$ cat src/rtl/alu_multicycle.sv
// alu_multicycle: handshaked ALU with single-cycle ops and a WIDTH-cycle shift-add multiplier.
// Defining ALU_MULTICYCLE_DIV_EN adds a WIDTH-cycle unsigned restoring divider (divu 1101, remu 1110).
module alu_multicycle #(
  parameter int WIDTH = 64,
  parameter int SHW = $clog2(WIDTH)
) (
  input  logic             clk,
  input  logic             reset_n,
  input  logic             in_valid,
  output logic             in_ready,
  input  logic [WIDTH-1:0] a,
  input  logic [WIDTH-1:0] b,
  input  logic [3:0]       ALUop,
  output logic             out_valid,
  input  logic             out_ready,
  output logic [WIDTH-1:0] result,
  output logic             Zero,
  output logic             illegal_op
);
  typedef enum logic [1:0] {IDLE, MUL, DONE, DIV} state_t;
  state_t state, state_nx;
  logic [WIDTH-1:0] acc, mcand, mplier, acc_nx, alu;
  logic [SHW-1:0] cnt, sh;
  logic legal, is_mul, is_div, last;
  assign sh = b[SHW-1:0];
  assign is_mul = ALUop == 4'b0011;
  assign last = cnt == SHW'(WIDTH - 1);
  assign acc_nx = mplier[0] ? acc + mcand : acc;
  assign in_ready = state == IDLE;
  assign out_valid = state == DONE;
`ifdef ALU_MULTICYCLE_DIV_EN
  // acc holds the partial remainder, mplier shifts the dividend out and quotient bits in, mcand is the divisor
  logic [WIDTH:0] trial;
  logic ge, is_rem;
  logic [WIDTH-1:0] rem_nx, quo_nx;
  assign is_div = ALUop == 4'b1101 || ALUop == 4'b1110;
  assign trial = {acc, mplier[WIDTH-1]};
  assign ge = trial >= {1'b0, mcand};
  assign rem_nx = ge ? WIDTH'(trial - {1'b0, mcand}) : trial[WIDTH-1:0];
  assign quo_nx = {mplier[WIDTH-2:0], ge};
`else
  assign is_div = 1'b0;
`endif
  always_comb begin
    alu = '0;
    legal = 1'b1;
    case (ALUop)
      4'b0000: alu = a & b;
      4'b0001: alu = a | b;
      4'b0010: alu = a + b;
      4'b0110: alu = a - b;
      4'b1100: alu = ~(a | b);
      4'b1000: alu = a << sh;
      4'b1001: alu = a >> sh;
      4'b1010: alu = WIDTH'($signed(a) >>> sh);
      4'b0111: alu = {{(WIDTH-1){1'b0}}, $signed(a) < $signed(b)};
      4'b0011: alu = '0;
`ifdef ALU_MULTICYCLE_DIV_EN
      4'b1101, 4'b1110: alu = '0;
`endif
      default: legal = 1'b0;
    endcase
  end
  always_comb begin
    state_nx = state;
    case (state)
      IDLE: state_nx = !in_valid ? IDLE : is_mul ? MUL : is_div ? DIV : DONE;
      DONE: state_nx = out_ready ? IDLE : DONE;
      default: state_nx = last ? DONE : state;
    endcase
  end
  always_ff @(posedge clk or negedge reset_n)
    if (!reset_n) state <= IDLE;
    else state <= state_nx;
  always_ff @(posedge clk or negedge reset_n) begin
    if (!reset_n) begin
      acc <= '0;
      mcand <= '0;
      mplier <= '0;
      cnt <= '0;
      result <= '0;
      Zero <= 1'b1;
      illegal_op <= 1'b0;
`ifdef ALU_MULTICYCLE_DIV_EN
      is_rem <= 1'b0;
`endif
    end else begin
      case (state)
        IDLE: if (in_valid) begin
          acc <= '0;
          mcand <= is_div ? b : a;
          mplier <= is_div ? a : b;
          cnt <= '0;
`ifdef ALU_MULTICYCLE_DIV_EN
          is_rem <= ALUop[1];
`endif
          if (!is_mul && !is_div) begin
            result <= alu;
            Zero <= alu == '0;
            illegal_op <= !legal;
          end
        end
        MUL: begin
          acc <= acc_nx;
          mcand <= mcand << 1;
          mplier <= mplier >> 1;
          cnt <= cnt + 1'b1;
          if (last) begin
            result <= acc_nx;
            Zero <= acc_nx == '0;
            illegal_op <= 1'b0;
          end
        end
`ifdef ALU_MULTICYCLE_DIV_EN
        DIV: begin
          acc <= rem_nx;
          mplier <= quo_nx;
          cnt <= cnt + 1'b1;
          if (last) begin
            result <= is_rem ? rem_nx : quo_nx;
            Zero <= (is_rem ? rem_nx : quo_nx) == '0;
            illegal_op <= 1'b0;
          end
        end
`endif
        default: ;
      endcase
    end
  end
endmodule

$ cat config.mk
export PLATFORM = sky130hd
export DESIGN_NAME = alu_multicycle
export DESIGN_NICKNAME = d
export VERILOG_FILES = /design/src/rtl/alu_multicycle.sv
export SDC_FILE = /design/constraint.sdc
export NUM_CORES = 2
export LEC_CHECK = 0
export ABC_CLOCK_PERIOD_IN_PS = 4770
export BUFFER_PORTS_ARGS = -buffer_cell sky130_fd_sc_hd__buf_2
export CAP_MARGIN = 0
export CORE_MARGIN = 2
export CORE_UTILIZATION = 43
export DETAILED_ROUTE_END_ITERATION = 7
export PLACE_DENSITY_LB_ADDON = 0.15
export SLEW_MARGIN = 20
export SYNTH_ARGS = -nofsm -noshare
export SYNTH_HDL_FRONTEND = slang
export SYNTH_SLANG_ARGS = --single-unit
$ cat constraint.sdc
create_clock -name clk -period 4.77 [get_ports clk]
set_input_delay 0.477 -clock clk [delete_from_list [all_inputs] [get_ports clk]]
set_output_delay 0.477 -clock clk [all_outputs]
set_load 0.05 [all_outputs]
==> impl_results.md <==
* Syn Nets at 5659
* Data required, critical path at 5310 ps
* Total wire length at 249.7 mm
* Combinational power share at 68.7%
* Setup tns final at -105.2 ps
* Share of layout cells above drive strength 1 at 32.43%
* Clock Skew at 19.03 ps
* Die X at 310.4 um
* Hpwl dp at 201.8 mm
* Final hold violation count at 0
* Largest net degree at the start of global routing at 84
* DRT Pass-1 Iters at 8
* Worst setup path class: input pin to flop
* Routed vias/inst at 6.816
* Transition time of the tightest slew-check pin at 1287 ps
* Initial core utilization at 43.31%
* Post-Syn Area at 40360 um2
* Reg power frac at 18.6%
* Syn Area/Cell at 7.697 um2
* Most common cell after layout, fill and taps aside: buf_4
* Mapped Cells at 5243
* RSZ-0062 raised after global routing: true
* Maximum net fanout on the critical path at 13
* Clock latency on the worst-skew pair at 620 ps
* Failing checks: design-rule violations, negative setup slack
* Global-route wire length before repair at 351.2 mm
* Fin crit share at 102.2%
* Commonest non-fill, non-tap cells in the layout: buf_4, nand2_1, o21ai_0
* Layout Utilization at 58.66%
* Reg area at 6669 um2
* Drt wl/cell at 32.02 um
* CTS tree: yes
* # setup viols final at 1
* Minimum clock period at 4875 ps
* Power density cells at 414.2 nW/um2
* Multi-input gate area at 31330 um2
* Switching share of power at 50.83%
* Nets at 6924
* H-tree levels at 2
* Pint at 11.13 mW
* Initial antenna violation count at 16
* Clock sink total at 266
* EDFF count, synth at 0
* 1st-iter DRT viols at 8538
* Distinct cells, synth at 107
* Area grow syn2layout at 35.45%
* # rows at 112
* Die area at 96320 um2
* Fin worst setup slack at -105.2 ps
* All-layer global routing usage at 50.18%
* FMAX at 205.1 MHz
* Root buffer cell: clkbuf_16
* Grt total ovfl at 0
* Crit. End Element: flop
* Vias in the first global route at 49658
* Async set-reset flop share out of synthesis at 100.0%
* Die height at 310.4 um
* Worst EP arrival at 5410 ps
* I/O pins at 204
* Max clock buf depth at 3
* Slew Limit Headroom at 13.69%
* Antenna viol nets, final at 0
* Buffers on Ports at 203
* Status: finished, violations left
* Number of max-cap violations at 0
* Number of fill cells at 8536
* Leakage power at 25.37 nW
* Post-synthesis sequential area ratio at 16.50%
* Hold crit path type: input pin to flop
* Net Sw Power at 11.51 mW
* Placer Congestion at 1.155
* Synthesized flop and latch total at 266
* CTS Buf Count at 34
* Fin. max-slew vios at 0
* Main synth FF type: dfrtp_1
* CTS clk-pin slew, worst paths at 60 ps
* Via count at 53145
* Startpoint class of the critical path: input pin
* DRC at 4
* Core footprint at 93190 um2
* YS warnings at 0
* Clock share of power at 12.7%
* Worst vdd ir at 0.4490 mV
[synthesized netlist by cell type (90+ instances only)]
master / count / share of area, %
mux2i_1: 187 / 4.6
dfrtp_1: 265 / 16
nor3_1: 95 / 1.2
o21ai_0: 442 / 5.5
nand3_1: 92 / 1.1
nand2_1: 553 / 5.1
a21oi_1: 377 / 4.7
a21o_1: 90 / 1.7
inv_1: 221 / 2.1
mux4_2: 144 / 8.0
nor2_1: 413 / 3.8
ha_1: 277 / 8.6
clkbuf_1: 323 / 3.0
a22oi_1: 284 / 5.3
[critical path: stages]
cell and delay [ps]:
buf_6 140, buf_12 190, buf_4 170, mux4_2 520
mux2i_1 150, buf_4 160, mux2_2 170, nor2_1 50
a211oi_1 440, buf_4 220, a21oi_1 40, buf_4 180
a211oi_1 280, buf_4 200, nor3b_1 190, buf_4 140
nand4_1 110, nor4_2 340, buf_4 200, nand4b_1 260
nor4_2 240, buf_4 170, nand4_1 190, nand3_2 120
[cells by family (layout without fill, tap and decap cells)]
kind of cell	Yosys count	in the layout	share of synthesized area [%]
AO/OA/AOI/OAI	1987	1987	33.15
AND/OR/NAND/NOR	1512	1512	17.35
buffers and inverters	701	1992	7.103
multiplexers	431	431	15.73
adder cells (fa/ha/maj)	280	280	8.737
flip-flops	266	266	16.50
XOR/XNOR	66	66	1.432
other	0	9	0
[power groups by stage]
stage,sequential (mW),combinational (mW),clock (mW)
after global placement,4.14,14.4,0
final,4.21,15.6,2.88
after global routing,4.34,16.5,2.99
after CTS,4.17,14.9,2.90
after detailed placement,4.19,14.7,0
after floorplan,4.76,7.96,0
[state kept, by name (all words and copies together), names as in the netlist]
name        count
illegal_op      1
mcand          64
cnt             6
mplier         64
acc            64
result         64
state           2
Zero            1
[through the flow]
step           power (mW)  worst slack, ps  std cells  hold WS [ps]  instance area (um2)
2_1_floorplan       12.72            11.94       5243         181.4                40420
3_3_place_gp        18.54            -1145       7719         444.3                53020
3_5_place_dp        18.85           -956.8       7720         450.7                53030
4_1_cts             21.92            14.79       7783         183.8                54400
5_1_grt             23.78           -64.15       7788         227.4                54640
6_report            22.64           -105.2       7797         187.0                54660
[final timing paths]
kind                             from    endpoint  slack, ps  cells past startpoint
setup / recovery                 b[2]        Zero       -110                     24
min in group asynchronous     reset_n      acc[9]        460                      2
hold reg to reg            result[28]  result[28]        460                      2
setup reg to reg               acc[1]        Zero         50                     19
hold / removal              out_ready    state[1]        190                      4
max in group asynchronous     reset_n   mcand[42]       3260                      3
[layer usage]
| layer | share of wire, % | vias up | global-route usage, % |
|---|---|---|---|
| met5 | 0.029 | - | 0 |
| met4 | 7.1 | 12 | 28.37 |
| met3 | 15 | 930 | 21.34 |
| met2 | 40 | 4122 | 71.79 |
| met1 | 37 | 25576 | 62.97 |
| li1 | - | 22505 | - |
[layout make-up]
class	instances	area share, %
Clock inverter	17	0.5173
Clock buffer	45	1.705
Multi-Input combinational cell	4276	57.32
Antenna cell	9	0.04120
Inverter	228	1.573
Timing Repair Buffer	1702	23.77
Sequential cell	266	12.20
Tap cell	1254	2.870
[repair_timing]
item | CTS | global route
buffers inserted | 0 | 5
pin swaps | 5 | 29
gates resized for setup | 28 | 37
hold buffers | 1 | 0
setup endpoints to repair | 1 | 1
hold endpoints to repair | 80 | 0
Power figures use the tool's default switching activity.
